==> config.mk <==
export PLATFORM = sky130hd
export DESIGN_NAME = dm_arbiter
export DESIGN_NICKNAME = d
export VERILOG_FILES = /design/src/rtl/dm_pkg.sv /design/src/rtl/dm_lane_fmt.sv /design/src/rtl/dm_arbiter.sv
export SDC_FILE = /design/constraint.sdc
export NUM_CORES = 1
export LEC_CHECK = 0
export CAP_MARGIN = 15
export CORE_MARGIN = 5
export CORE_UTILIZATION = 38
export CTS_CLUSTER_DIAMETER = 150
export DETAILED_ROUTE_END_ITERATION = 12
export PLACE_DENSITY = 0.92
export SETUP_SLACK_MARGIN = 0.2
export SLEW_MARGIN = 5
export SYNTH_ARGS = -nofsm -noshare
export SYNTH_HDL_FRONTEND = slang
export SYNTH_SLANG_ARGS = --single-unit
==> constraint.sdc <==
create_clock -name clk -period 9 [get_ports clk]
set_input_delay 2.25 -clock clk [delete_from_list [all_inputs] [get_ports clk]]
set_output_delay 2.25 -clock clk [all_outputs]
set_load 0.01 [all_outputs]
==> src/rtl/dm_pkg.sv <==
// -----------------------------------------------------------------------------
// dm_pkg: shared encodings for the data-memory access controller.
//   - access size encodings (dm_size_e)
//   - memory byte-enable patterns
//   - request payload struct and a packing helper
// -----------------------------------------------------------------------------
package dm_pkg;

    localparam int unsigned DM_WORD_ADDR_W = 11;
    localparam int unsigned DM_DATA_W      = 32;
    localparam int unsigned DM_BE_W        = 4;

    typedef enum logic [1:0] {
        SZ_BYTE = 2'b00,
        SZ_HALF = 2'b01,
        SZ_WORD = 2'b10,
        SZ_ILL  = 2'b11
    } dm_size_e;

    // The only enable patterns the memory macro supports
    localparam logic [DM_BE_W-1:0] BE_NONE = 4'b0000;
    localparam logic [DM_BE_W-1:0] BE_B0   = 4'b0001;
    localparam logic [DM_BE_W-1:0] BE_B1   = 4'b0010;
    localparam logic [DM_BE_W-1:0] BE_B2   = 4'b0100;
    localparam logic [DM_BE_W-1:0] BE_B3   = 4'b1000;
    localparam logic [DM_BE_W-1:0] BE_H0   = 4'b0011;
    localparam logic [DM_BE_W-1:0] BE_H1   = 4'b1100;
    localparam logic [DM_BE_W-1:0] BE_WORD = 4'b1111;

    typedef struct packed {
        logic                 we;
        dm_size_e             size;
        logic                 sgn;
        logic [DM_DATA_W-1:0] addr;
        logic [DM_DATA_W-1:0] wdata;
    } dm_req_t;

    // Bundle one requester's raw port signals into a request payload
    function automatic dm_req_t dm_pack_req(
        input logic                 we,
        input logic [1:0]           size,
        input logic                 sgn,
        input logic [DM_DATA_W-1:0] addr,
        input logic [DM_DATA_W-1:0] wdata
    );
        dm_req_t r;
        r.we    = we;
        r.size  = dm_size_e'(size);
        r.sgn   = sgn;
        r.addr  = addr;
        r.wdata = wdata;
        return r;
    endfunction

endpackage

==> src/rtl/dm_lane_fmt.sv <==
// -----------------------------------------------------------------------------
// dm_lane_fmt: combinational lane logic for one memory access.
//   i_size   : access size
//   i_addr   : full byte address
//   i_signed : sign-extend loads (ignored for word)
//   i_rd     : memory read word
//   o_be     : store byte-enable pattern (BE_NONE on error)
//   o_err    : misaligned, illegal size or out-of-range address
//   o_rdata  : extracted and extended load data
// -----------------------------------------------------------------------------
module dm_lane_fmt
    import dm_pkg::*;
#(
    parameter int unsigned ADDR_BITS = 13
) (
    input  dm_size_e               i_size,
    input  logic [DM_DATA_W-1:0]   i_addr,
    input  logic                   i_signed,
    input  logic [DM_DATA_W-1:0]   i_rd,
    output logic [DM_BE_W-1:0]     o_be,
    output logic                   o_err,
    output logic [DM_DATA_W-1:0]   o_rdata
);

    logic [1:0]  w_off;
    logic        w_bad_align;
    logic        w_out_of_range;
    logic [7:0]  w_byte;
    logic [15:0] w_half;
    logic [DM_BE_W-1:0] w_be_raw;

    assign w_off          = i_addr[1:0];
    assign w_out_of_range = (i_addr >> ADDR_BITS) != '0;

    // Enable pattern and alignment check by size/offset
    always_comb begin
        w_be_raw    = BE_NONE;
        w_bad_align = 1'b0;
        case (i_size)
            SZ_BYTE: begin
                case (w_off)
                    2'd0:    w_be_raw = BE_B0;
                    2'd1:    w_be_raw = BE_B1;
                    2'd2:    w_be_raw = BE_B2;
                    default: w_be_raw = BE_B3;
                endcase
            end
            SZ_HALF: begin
                if (w_off[0]) w_bad_align = 1'b1;
                else          w_be_raw    = w_off[1] ? BE_H1 : BE_H0;
            end
            SZ_WORD: begin
                if (w_off != 2'd0) w_bad_align = 1'b1;
                else               w_be_raw    = BE_WORD;
            end
            default: w_bad_align = 1'b1;
        endcase
    end

    assign o_err = w_bad_align | w_out_of_range;
    assign o_be  = o_err ? BE_NONE : w_be_raw;

    // Lane select for loads
    assign w_byte = i_rd[{w_off, 3'b000} +: 8];
    assign w_half = w_off[1] ? i_rd[31:16] : i_rd[15:0];

    always_comb begin
        o_rdata = '0;
        case (i_size)
            SZ_BYTE: o_rdata = {{24{i_signed & w_byte[7]}}, w_byte};
            SZ_HALF: o_rdata = {{16{i_signed & w_half[15]}}, w_half};
            SZ_WORD: o_rdata = i_rd;
            default: o_rdata = '0;
        endcase
    end

endmodule

==> src/rtl/dm_arbiter.sv <==
// -----------------------------------------------------------------------------
// dm_arbiter: two-port round-robin access controller for the data memory.
//   clk, rst                 : clock, synchronous active-high reset
//   m0_* / m1_*              : MEM-stage / debug request ports (valid/ready,
//                              we, size, signed, addr, wdata)
//   rsp_valid/port/data/err  : registered one-cycle response per accept
//   err_cnt                  : saturating count of error responses
//   dm_addr/dm_wd/dm_be      : memory word address, write data, byte enables
//   dm_rd                    : asynchronous memory read data
// -----------------------------------------------------------------------------
module dm_arbiter
    import dm_pkg::*;
#(
    parameter int unsigned ADDR_BITS = 13,
    parameter int unsigned ERR_CNT_W = 16
) (
    input  logic                      clk,
    input  logic                      rst,
    input  logic                      m0_valid,
    output logic                      m0_ready,
    input  logic                      m0_we,
    input  logic [1:0]                m0_size,
    input  logic                      m0_signed,
    input  logic [DM_DATA_W-1:0]      m0_addr,
    input  logic [DM_DATA_W-1:0]      m0_wdata,
    input  logic                      m1_valid,
    output logic                      m1_ready,
    input  logic                      m1_we,
    input  logic [1:0]                m1_size,
    input  logic                      m1_signed,
    input  logic [DM_DATA_W-1:0]      m1_addr,
    input  logic [DM_DATA_W-1:0]      m1_wdata,
    output logic                      rsp_valid,
    output logic                      rsp_port,
    output logic [DM_DATA_W-1:0]      rsp_data,
    output logic                      rsp_err,
    output logic [ERR_CNT_W-1:0]      err_cnt,
    output logic [DM_WORD_ADDR_W-1:0] dm_addr,
    output logic [DM_DATA_W-1:0]      dm_wd,
    output logic [DM_BE_W-1:0]        dm_be,
    input  logic [DM_DATA_W-1:0]      dm_rd
);

    logic                 w_grant0;
    logic                 w_grant1;
    logic                 w_accept;
    logic                 w_sel;
    dm_req_t              w_req;
    logic [DM_BE_W-1:0]   w_be;
    logic                 w_err;
    logic [DM_DATA_W-1:0] w_load_data;

    logic                 r_last_grant;
    logic                 r_rsp_valid;
    logic                 r_rsp_port;
    logic [DM_DATA_W-1:0] r_rsp_data;
    logic                 r_rsp_err;
    logic [ERR_CNT_W-1:0] r_err_cnt;

    // Round-robin grant: on a tie, the port that did not win last time
    always_comb begin
        w_grant0 = 1'b0;
        w_grant1 = 1'b0;
        if (!rst) begin
            w_grant0 = m0_valid & (~m1_valid | r_last_grant);
            w_grant1 = m1_valid & (~m0_valid | ~r_last_grant);
        end
    end

    assign w_accept = w_grant0 | w_grant1;
    assign w_sel    = w_grant1;
    assign m0_ready = w_grant0;
    assign m1_ready = w_grant1;

    // Granted request payload; port 0 fields when nothing is granted
    always_comb begin
        w_req = dm_pack_req(m0_we, m0_size, m0_signed, m0_addr, m0_wdata);
        if (w_sel) begin
            w_req = dm_pack_req(m1_we, m1_size, m1_signed, m1_addr, m1_wdata);
        end
    end

    dm_lane_fmt #(
        .ADDR_BITS (ADDR_BITS)
    ) u_lane_fmt (
        .i_size   (w_req.size),
        .i_addr   (w_req.addr),
        .i_signed (w_req.sgn),
        .i_rd     (dm_rd),
        .o_be     (w_be),
        .o_err    (w_err),
        .o_rdata  (w_load_data)
    );

    // Memory side: wdata stays right-aligned, the macro steers it into lanes
    assign dm_addr = w_req.addr[2 +: DM_WORD_ADDR_W];
    assign dm_wd   = w_req.wdata;
    assign dm_be   = (w_accept && w_req.we) ? w_be : BE_NONE;

    // Grant history, response stage and error counter
    always_ff @(posedge clk) begin
        if (rst) begin
            r_last_grant <= 1'b1;
            r_rsp_valid  <= 1'b0;
            r_rsp_port   <= 1'b0;
            r_rsp_data   <= '0;
            r_rsp_err    <= 1'b0;
            r_err_cnt    <= '0;
        end else begin
            r_rsp_valid <= w_accept;
            if (w_accept) begin
                r_last_grant <= w_sel;
                r_rsp_port   <= w_sel;
                r_rsp_err    <= w_err;
                r_rsp_data   <= (w_err || w_req.we) ? '0 : w_load_data;
                if (w_err && (r_err_cnt != '1)) begin
                    r_err_cnt <= r_err_cnt + ERR_CNT_W'(1);
                end
            end
        end
    end

    assign rsp_valid = r_rsp_valid;
    assign rsp_port  = r_rsp_port;
    assign rsp_data  = r_rsp_data;
    assign rsp_err   = r_rsp_err;
    assign err_cnt   = r_err_cnt;

endmodule

Yosys cells after proc, flatten, opt, wreduce, memory -nomap -nowiden. Cells that the tools add are included.

Flip-flop bits (word level): 52. Bits in latches: 0. RAM bits: 0. ROM bits: 0. Input bits: 172. Output and inout bits: 100. Logic and storage cells: 48. Memories: 0.

$add $sub $neg: 1. $mul: 0. Divide/modulo/power cells: 0. Order comparisons: 0. Equal/unequal tests: 5. Shift operators: 1. Muxes and demuxes: 16. Bitwise logic cells: 11. Reductions and logical operators: 8.

Operator list (count): $pmux W32 S3 (1); $mux W68 (1); $mux W32 (1); $reduce_bool A32 Y1 (1); $shiftx A32 B6 Y8 (1); $pmux W4 S3 (2); $mux W4 (5); $add A16 B1 Y16 const B (1); $mux W16 (1); $ne A16 B16 Y1 const B (1); $and A1 B1 Y1 (4); $eq A2 B1 Y1 const B (2); $eq A2 B2 Y1 const B (2); $logic_not A2 Y1 (2); $mux W1 (4); $or A1 B1 Y1 (4); $not A1 Y1 (3); $pmux W1 S3 (1); $logic_and A1 B1 Y1 (2); $reduce_and A2 Y1 (1); $reduce_bool A2 Y1 (1); $logic_or A1 B1 Y1 (1).

Depth between registers and ports, before layout. Gate-level depths: netlist (run 1).

Depth after elaboration: 11. Depth in mapped cells: 9. Gate-level depth less buffers: 7.

Modules after synthesis. Synthesis (run 1) repeated with hierarchy kept, for this count alone.

Cells, all modules: 513. Area total of the unflattened synthesis: 4180.3 um^2.

Modules (own cells, without submodules): dm_arbiter (times used 1, cells each 392, area each 3419.5 um^2, sequential area each 1041.0 um^2); dm_lane_fmt (times used 1, cells each 121, area each 760.7 um^2, sequential area each 0.0 um^2).

Worst setup path before layout (run 1). No wires, ideal clock.

Kind: input -> output. From: in m0_valid. To: out dm_be[2]. Arrival: 4.012 ns. Required time: 6.750 ns. Slack: 2.738 ns. Cell stages on the path: 9. Path buffers: 2. Path through: buf_2 > nand2_2 > nand2_4 > inv_4 > nor4_1 > o21a_4 > buf_6 > nand3_2 > a2111oi_2.

Word-level cells in the longest chain between the ends: 11. Elaborated cells on any way between the ends: 28. Those cells by class: eq/ne (4); mux (13); bitwise (6); reduce/logical (5).

RTL lines: start: declaration (line dm_arbiter.sv:19) `input logic m0_valid,`; $not A1 Y1 (line dm_arbiter.sv:66) `w_grant1 = m1_valid & (~m0_valid | ~r_last_grant);`; $or A1 B1 Y1 (line dm_arbiter.sv:66); $and A1 B1 Y1 (line dm_arbiter.sv:66); $mux W1 (line dm_arbiter.sv:64) `if (!rst) begin`; $mux W68 (line dm_arbiter.sv:78) `if (w_sel) begin`; $reduce_bool A2 Y1 (line dm_lane_fmt.sv:53) `if (w_off != 2'd0) w_bad_align = 1'b1;`; $mux W1 (line dm_lane_fmt.sv:53); $pmux W1 S3 (line dm_lane_fmt.sv:39) `case (i_size)`; $or A1 B1 Y1 (line dm_lane_fmt.sv:60) `assign o_err = w_bad_align | w_out_of_range;`; $mux W4 (line dm_lane_fmt.sv:61) `assign o_be = o_err ? BE_NONE : w_be_raw;`; $mux W4 * (line dm_arbiter.sv:98) `assign dm_be = (w_accept && w_req.we) ? w_be : BE_NONE;`; end: declaration (line dm_arbiter.sv:40) `output logic [DM_BE_W-1:0] dm_be,`.

Every way passes the cells marked *; elsewhere a longest branch is shown, timed or not.

Worst setup path in the final report (run 1). Ends and elaborated chain as after synthesis.

==> run summary, run 1 <==
In this run the biggest area consumer among cell types represents 27.9% of the synthesized area. Setup violations remaining at the end of the flow were counted as 0. In this run the post-CTS setup repair buffer count came out at 0. The fraction of met2 tracks used by global routing is 50.1%. The total number of nets in the final design is 969. The critical path capture point type is an output pin. The cell count along the critical path is 9. The portion of total power attributed to the clock network came out at 26.5%. The clock tree from TritonCTS is built.

The mapped netlist covers 3730 um^2. The clock tree synthesis step divided the H-tree into 2 levels. The number of top-level pins came out at 272. The most common cell in the synthesized netlist is sky130_fd_sc_hd__nand2_1. The net switching fraction of the power came out at 28.5%. After clock tree synthesis, the clock-pin slew on the worst setup and hold paths is 100 ps. Synthesis instantiated 63 different standard cells from the library. The routed design has 16700 um of wire. The mean cell area of the mapped netlist is 6.77 um^2. The min-delay analysis places its worst path in the category flip-flop to flip-flop.

In this run the critical register-to-register path is launched from r_last_grant. The detailed-route wire length per cell came out at 17.9 um. The global routing stage identified its most utilized layer as met2. The portion of total power attributed to combinational logic came out at 35.8%.

The total clock buffers created by CTS is 5. The proportion of synthesized flip-flops having asynchronous set or reset is 0%. The total overflow left after global routing is 0.

The post-synthesis compound-gate area fraction is 24.4%. Derived from the worst setup path, the maximum achievable clock frequency is 120 MHz. The setup clock skew after layout is 13.4 ps.

After detailed placement, the total cell area comes to 6460 um^2. For this run, the leading register cell type out of synthesis is sky130_fd_sc_hd__dfxtp_1. The actual slew at the worst max-slew pin is 1030 ps. The post-synthesis to final-layout area growth came out at 76.7%. The aggregate global-route resource usage is 26.3%. The via count of the first global-routing pass was 5027.

The via count is 5072. The setup TNS came out at 0 ps. The worst register-to-register path has a depth of 7. Grouping stages by cell kind, the critical path spends the most delay in buffers and inverters. Among the stages of the critical path, the cell type that occurs most often is sky130_fd_sc_hd__clkdlybuf4s50_1.

The flow ran to the end, and the final reports show no timing, DRC or antenna violations. The data arrival time of the worst path is 6100 ps. The initial antenna violation count came out at 1. The hold-critical path endpoint is rsp_data[31]. For met3 alone, demand over resource in global routing was 6.87%. The final critical delay including setup and external delays is 8350 ps. The tree built by TritonCTS fans out to 52 sinks. The DRC violation total after the first TritonRoute iteration is 419. The clock latency reported for the late side of the worst-skew pair is 310 ps. On the critical path, the stage with the largest delay is an instance of sky130_fd_sc_hd__clkdlybuf4s50_1. The delay of the slowest critical-path stage is 630 ps. For this run, design rule violations remaining after detail routing come to 0.

The die area came out at 11900 um^2. The peak ir drop on the vdd network came out at 0.0934 mV. The largest net degree at the start of global routing is 57.

Summing the sequential cell areas from Yosys gives 27.9% of the chip area. The first-pass GRT wire length is 24900 um. The critical path in this run is classified as input pin to output pin. The setup check on the worst reg-to-reg path leaves a slack of 5740 ps. The proportion of layout cells with a drive suffix above 1 came out at 4.52%. The final critical-path share of the clock period came out at 92.7%. The synthesized netlist net count came out at 724.

The die is 109 um wide. The initial utilization of the core area, before any placement, comes to 38.5%. The post-route antenna net violation count is 0. The max-slew violation count came out at 0. Along the worst hold path, the cell count comes to 2. The commonest cells after synthesis are 178 x sky130_fd_sc_hd__nand2_1, 52 x sky130_fd_sc_hd__dfxtp_1, 45 x sky130_fd_sc_hd__a21oi_1.

The required time at the worst-slack endpoint is 6750 ps. Using the TritonRoute via totals, the vias-per-cell ratio works out to 5.45. The internal power consumption is 445 uW. The floorplan die height is 109 um. Of all cell types, the one taking the most synthesized area is sky130_fd_sc_hd__dfxtp_1. The critical path launch point type is an input pin.

The design area is 6590 um^2. Traced cell by cell, the critical path runs through clkdlybuf4s50_1, nand2_2, nand2_4, inv_4, nor4_2, o21a_4, nand3_2, a2111oi_2, clkdlybuf4s50_1. The number of synthesized register bits is 52. The fraction of the mapped netlist area in simple logic gates is 36.2%. Ranked by total cell area, the synthesized netlist is headed by sky130_fd_sc_hd__dfxtp_1 28%, sky130_fd_sc_hd__nand2_1 18%, sky130_fd_sc_hd__a21oi_1 6.0%. The mux contribution to synthesized area came out at 4.86%. The overall power consumption is 622 uW.

The hold violation count in the final report is 0. The instance count of the mapped netlist is 551. The combined buffer and inverter count along the critical path came out at 3. After synthesis, the largest family of logic cells by area is simple AND/OR/NAND/NOR gates. In this run the critical register-to-register path is captured at rsp_data[11]. The half-perimeter wire length after detailed placement came out at 13400 um.

The largest buffer count on any clock path is 2. The count of standard-cell rows came out at 36. In this run the most critical hold path is launched from rsp_data[31].

The first-pass detailed-route iteration total came out at 6. Across the run, the number of max-cap violations was 0. The number of warnings reported in the yosys synthesis log came out at 0.

The number of port buffers came out at 271. The maximum fanout along the worst path is 56. The synthesized netlist devotes 0.335% of its cell area to adder and majority cells.

The number of enable flip-flop cells after synthesis came out at 0. The switching component of the power came out at 177 uW. The reported leakage power is 0.00250 uW. Setup repair after global routing left no endpoint under its margin. Measured against its own limit, the worst slew margin works out to 31.2%. The area of the placeable core is 9680 um^2.

CTS placed an instance of sky130_fd_sc_hd__clkbuf_8 at the clock tree root. For this run, global-route usage on met1 was measured as 27.3%. The global placement routability congestion is 0.951.

In this run, flip-flops and latches consume 37.7% of the power. The xor/xnor cell area share of the yosys netlist came out at 0.939%. The power per cell area came out at 94.4 nW/um^2.
[cells by family (layout without fill, tap and decap cells)]
kind of cell    count (synthesis)  count (layout)
compound gates                141             141
xor+xnor                        4               4
fa+ha+maj                       1               1
buf+inv                        44             290
flops                          52              52
mux                            17              17
other cells                     0               1
simple gates                  292             292
[worst register-to-register path, stage by stage (launching register included)]
cell and delay, ps:
sky130_fd_sc_hd__dfxtp_1 370, sky130_fd_sc_hd__nand2_2 150, sky130_fd_sc_hd__nand2_4 520, sky130_fd_sc_hd__inv_4 400, sky130_fd_sc_hd__nor4_2 490, sky130_fd_sc_hd__o21a_4 380
sky130_fd_sc_hd__nand3_2 470, sky130_fd_sc_hd__a211oi_1 390
[state kept, by name, indices dropped and copies added (netlist names)]
| name | flops |
|---|---|
| r_last_grant | 1 |
| rsp_data | 32 |
| rsp_port | 1 |
| rsp_err | 1 |
| rsp_valid | 1 |
| err_cnt | 16 |
[worst max-delay path by stage]
stage	startpoint	to	slack (ps)
floorplan	m0_valid	dm_be[2]	2740
global placement	m0_valid	dm_be[2]	760
detailed placement	m0_valid	dm_be[2]	520
CTS	m0_valid	dm_be[2]	510
global route	m0_valid	dm_be[2]	400
finish	m0_valid	dm_be[2]	650
[power groups by stage]
| stage | clock [uW] | sequential (uW) | combinational (uW) |
|---|---|---|---|
| after floorplan | 0 | 241 | 87.2 |
| after global placement | 0 | 240 | 217 |
| after detailed placement | 0 | 240 | 221 |
| after CTS | 169 | 235 | 222 |
| after global routing | 177 | 235 | 240 |
| final | 165 | 235 | 223 |
[final cells by class]
cell class,instances,area (um^2)
clock buffer,5,68.8
timing repair buffer,275,2740
clock inverter,3,46.3
inverter,7,28.8
tap,133,166
sequential,52,1040
multi-input combinational,455,2500
fill,808,3090
antenna,1,2.50
[layer usage]
metal,wire length (um),vias up
met5,0,-
met4,588,0
met3,1710,37
met2,8650,274
met1,5740,2331
li1,-,2430
[metrics by stage]
step | utilization (%) | setup WS (ps) | hold WS [ps] | instances
after detailed placement | 66.7 | 519 | 445 | 921
final | 68.1 | 654 | 468 | 931
after CTS | 67.9 | 511 | 469 | 929
after floorplan | - | 2740 | 483 | 551
after global routing | 68.1 | 402 | 498 | 931
after global placement | 66.7 | 762 | 438 | 921
[placed cells by master (no fill, tap or decap), types with 6 or more instances in the layout]
cell type | netlist | layout
sky130_fd_sc_hd__clkdlybuf4s50_1 | 0 | 271
sky130_fd_sc_hd__nand2_1 | 178 | 178
sky130_fd_sc_hd__dfxtp_1 | 52 | 52
sky130_fd_sc_hd__a21oi_1 | 45 | 45
sky130_fd_sc_hd__o21ai_0 | 35 | 35
sky130_fd_sc_hd__nor2_1 | 26 | 26
sky130_fd_sc_hd__or3_1 | 13 | 13
sky130_fd_sc_hd__a211oi_1 | 13 | 13
sky130_fd_sc_hd__nor2b_1 | 12 | 12
sky130_fd_sc_hd__nor4_1 | 11 | 10
sky130_fd_sc_hd__nand2b_1 | 9 | 9
sky130_fd_sc_hd__mux2_2 | 9 | 9
sky130_fd_sc_hd__mux2i_1 | 8 | 8
sky130_fd_sc_hd__a222oi_1 | 8 | 8
sky130_fd_sc_hd__a22oi_1 | 7 | 7
sky130_fd_sc_hd__and3_1 | 6 | 6
sky130_fd_sc_hd__nand4_1 | 6 | 6
sky130_fd_sc_hd__nand3_1 | 6 | 6
[repair_timing]
item / 4_1_cts / 5_1_grt
endpoints found under the setup margin: 0 / 1
resized for setup: 0 / 1
hold buffers: 0 / 0
No activity file was read; power rests on OpenSTA's default activity.
==> inputs of run 2 (changes only) <==
Settings changed: CORE_AREA set to 2 2 106 108, CORE_MARGIN 5 to unset, CORE_UTILIZATION 38 to unset, DIE_AREA set to 0 0 108 110, PLACE_DENSITY 0.92 to 0.85.
==> run 2 against run 1 <==
Maximum frequency grew 7.0%; setup slack better by 550 ps; critical path depth unchanged; sequential power hardly changed; flip-flop and latch count stayed put; first-iteration DRC count is 8.6% lower; clock skew decreased by 3.0 ps; via count fell by 1.1%; worst hold slack got worse by 10 ps; design area hardly changed; routed wire length is 2.3% lower; register-to-register slack improved by 470 ps; highest routed layer unchanged.
==> run summary, run 2 (synthesis gave the netlist of run 1 again) <==
The count of standard-cell rows is 38 (+5.6%). The library cell used most frequently in the layout, excluding fill and tap cells, is sky130_fd_sc_hd__clkdlybuf4s50_1. The buffers inserted during post-CTS setup optimization came to 0 (unchanged). The class of the most critical hold timing path is flip-flop to flip-flop. The max-slew headroom at the worst pin was 22.7% (-8.6 points). The global placement routability congestion came out at 0.953 (+0.23%). The hold buffer count at cts came out at 0 (unchanged).

The via count was 5016 (-1.1%). The area of the placeable core came out at 10700 um^2 (+10%). The final critical delay including setup and external delays came to 7800 ps (-548 ps). The total congestion overflow after global routing was 0 (unchanged).

The signal on the critical path passes through clkdlybuf4s50_1, nand2_2, nand2_4, inv_4, nor4_1, o21a_4, nand3_2, a2111oi_2, clkdlybuf4s50_1. The worst-case reg-to-reg path depth came out at 7 (unchanged). The first-pass detailed-route iteration total came out at 6 (unchanged).

The detailed-route wire length per cell was 17.4 um (-3.0%). The maximum fanout along the worst path came out at 53 (-5.4%). The detailed-route vias per instance came out at 5.35 (-1.8%). The source of the worst hold timing path is rsp_data[29].

The post-route antenna net violation count came out at 0 (unchanged). The number of levels in the clock H-tree is 2 (unchanged). For hold timing, the worst endpoint is rsp_data[29]. Leaving out fill and tap cells, the most frequent cells in the layout are 271 x sky130_fd_sc_hd__clkdlybuf4s50_1, 178 x sky130_fd_sc_hd__nand2_1, 52 x sky130_fd_sc_hd__dfxtp_1, 45 x sky130_fd_sc_hd__a21oi_1, 35 x sky130_fd_sc_hd__o21ai_0. The post-route DRC violation count was 0 (unchanged).

The hold violation count in the final report was 0 (unchanged). The number of flip-flops in the largest register is 32 (unchanged). The number of top-level pins is 272 (unchanged). The total number of nets in the final design is 969 (unchanged). The hold slack is 458 ps (-10.0 ps). The delay of the slowest critical-path stage was 640 ps (about the same). The die outline width came to 108 um (-1.0%).

The half-perimeter wire length after detailed placement is 12900 um (-3.2%). The setup clock skew after layout is 10.5 ps (-2.96 ps). The data arrival time of the worst path came to 5550 ps (-550 ps).

The die area came out at 11900 um^2 (-0.17%). The slack of the critical path is 1200 ps (+548 ps). The endpoint identified for the worst register-to-register timing path is rsp_data[8].

The largest net degree at the start of global routing came out at 56 (-1.8%). The count of instances resized after the clock tree is built is 0 (unchanged). The required time at the worst-slack endpoint came out at 6750 ps (about the same).

The top achievable clock speed is 128 MHz (+7.0%). The cell count of the worst hold path came to 2 (unchanged). The actual slew at the worst max-slew pin came out at 1160 ps (+124 ps). The max-slew violation count came to 0 (unchanged).

The DRC violation total after the first TritonRoute iteration was 383 (-8.6%). The cell type of the slowest stage on the worst timing path is sky130_fd_sc_hd__clkdlybuf4s50_1. In this design, the critical path's most frequently occurring cell is sky130_fd_sc_hd__clkdlybuf4s50_1. The aggregate global-route resource usage came out at 25.8% (-0.43 points). The post-synthesis to final-layout area growth is 76.8% (about the same). The worst setup path is launched from an input pin. The final critical-path share of the clock period was 86.7% (-6.1 points). The run finished with clean final reports. The initial antenna violation count is 1 (unchanged). The clock latency reported for the late side of the worst-skew pair is 310 ps (about the same). The root buffer cell chosen for the clock tree is sky130_fd_sc_hd__clkbuf_8. The first-pass GRT wire length is 24400 um (-2.2%).

The total wire length after detailed routing is 16300 um (-2.3%). The proportion of layout cells with a drive suffix above 1 came out at 4.39% (-0.13 points). The worst register-to-register path begins at r_last_grant. The final setup violation count is 0 (unchanged).

The largest buffer count on any clock path is 2 (unchanged). The worst slack at placement is 1200 ps (+680 ps). The reported leakage power came to 0.00250 uW (about the same). The total clock buffers created by CTS came to 5 (unchanged).

Setup repair after global routing left no endpoint under its margin. The power per cell area came to 94.7 nW/um^2 (+0.30%). The starting density of the core came out at 34.9% (-3.6 points). The peak ir drop on the vdd network came out at 0.0999 mV (+6.9%).

The via count of the first global-routing pass is 4788 (-4.8%). The setup slack on the worst flop-to-flop path is 6210 ps (+470 ps). The setup TNS is 0 ps (unchanged). The critical path is of the input pin to output pin type. The clock tree from TritonCTS is built. The floorplan die height was 110 um (+0.83%).

The clock net sink count is 52 (unchanged). The number of port buffers came out at 271 (unchanged). The number of max-cap violations came out at 0 (unchanged). The worst setup path is captured at an output pin.

The clock slew seen by the registers of the worst setup and hold paths is 90 ps (about the same).
-- run 2: cell counts in the layout (fill, tap and decap cells not counted) --
No cell type changed its count.
-- run 2: per-stage QoR --
step	power (uW)	instance area (um^2)	util (%)	std cells
detailed placement	462	6480	60.5	929
floorplan	328	3730	-	551
global placement	457	6480	60.5	929
finish	624	6600	61.6	938
global route	653	6600	61.6	938
CTS	627	6590	61.6	937
-- run 2: routing by layer --
metal  vias to the layer above  GRT usage [%]  part of all wire [%]
met5                         -              0                     0
met1                      2297           27.1                    34
met4                         0           14.3                   4.6
met2                       252           47.7                    51
li1                       2429              -                     -
met3                        38           6.00                   9.8
-- run 2: area by class of cell --
cell class,instances,area [um^2]
well taps,140,175
flip-flops and latches,52,1040
fillers,956,4100
clock inverters,3,46.3
inverters,7,28.8
diodes,1,2.50
repair buffers,275,2740
multi-input cells,455,2490
clock buffers,5,68.8
-- run 2: how the worst max path moves through the flow --
stage / start / endpoint / slack (ps)
2_1_floorplan: m0_valid / dm_be[2] / 2740
3_3_place_gp: m0_valid / dm_be[2] / 1350
3_5_place_dp: m0_valid / dm_be[2] / 1200
4_1_cts: m0_valid / dm_be[2] / 1170
5_1_grt: m0_valid / dm_be[2] / 990
6_report: m0_valid / dm_be[2] / 1200
-- run 2: power breakdown --
part           total (uW)  switching, uW  internal, uW
clock                 166           82.3          83.9
sequential            235           2.23           233
combinational         224           94.7           129
total                 624            179           445
-- run 2: critical path: cells and delay by family --
kind / cells / cell delay (ps)
buffers and inverters: 3 / 1410
and+or+nand+nor: 4 / 1090
AOI/OAI and AO/OA: 2 / 790
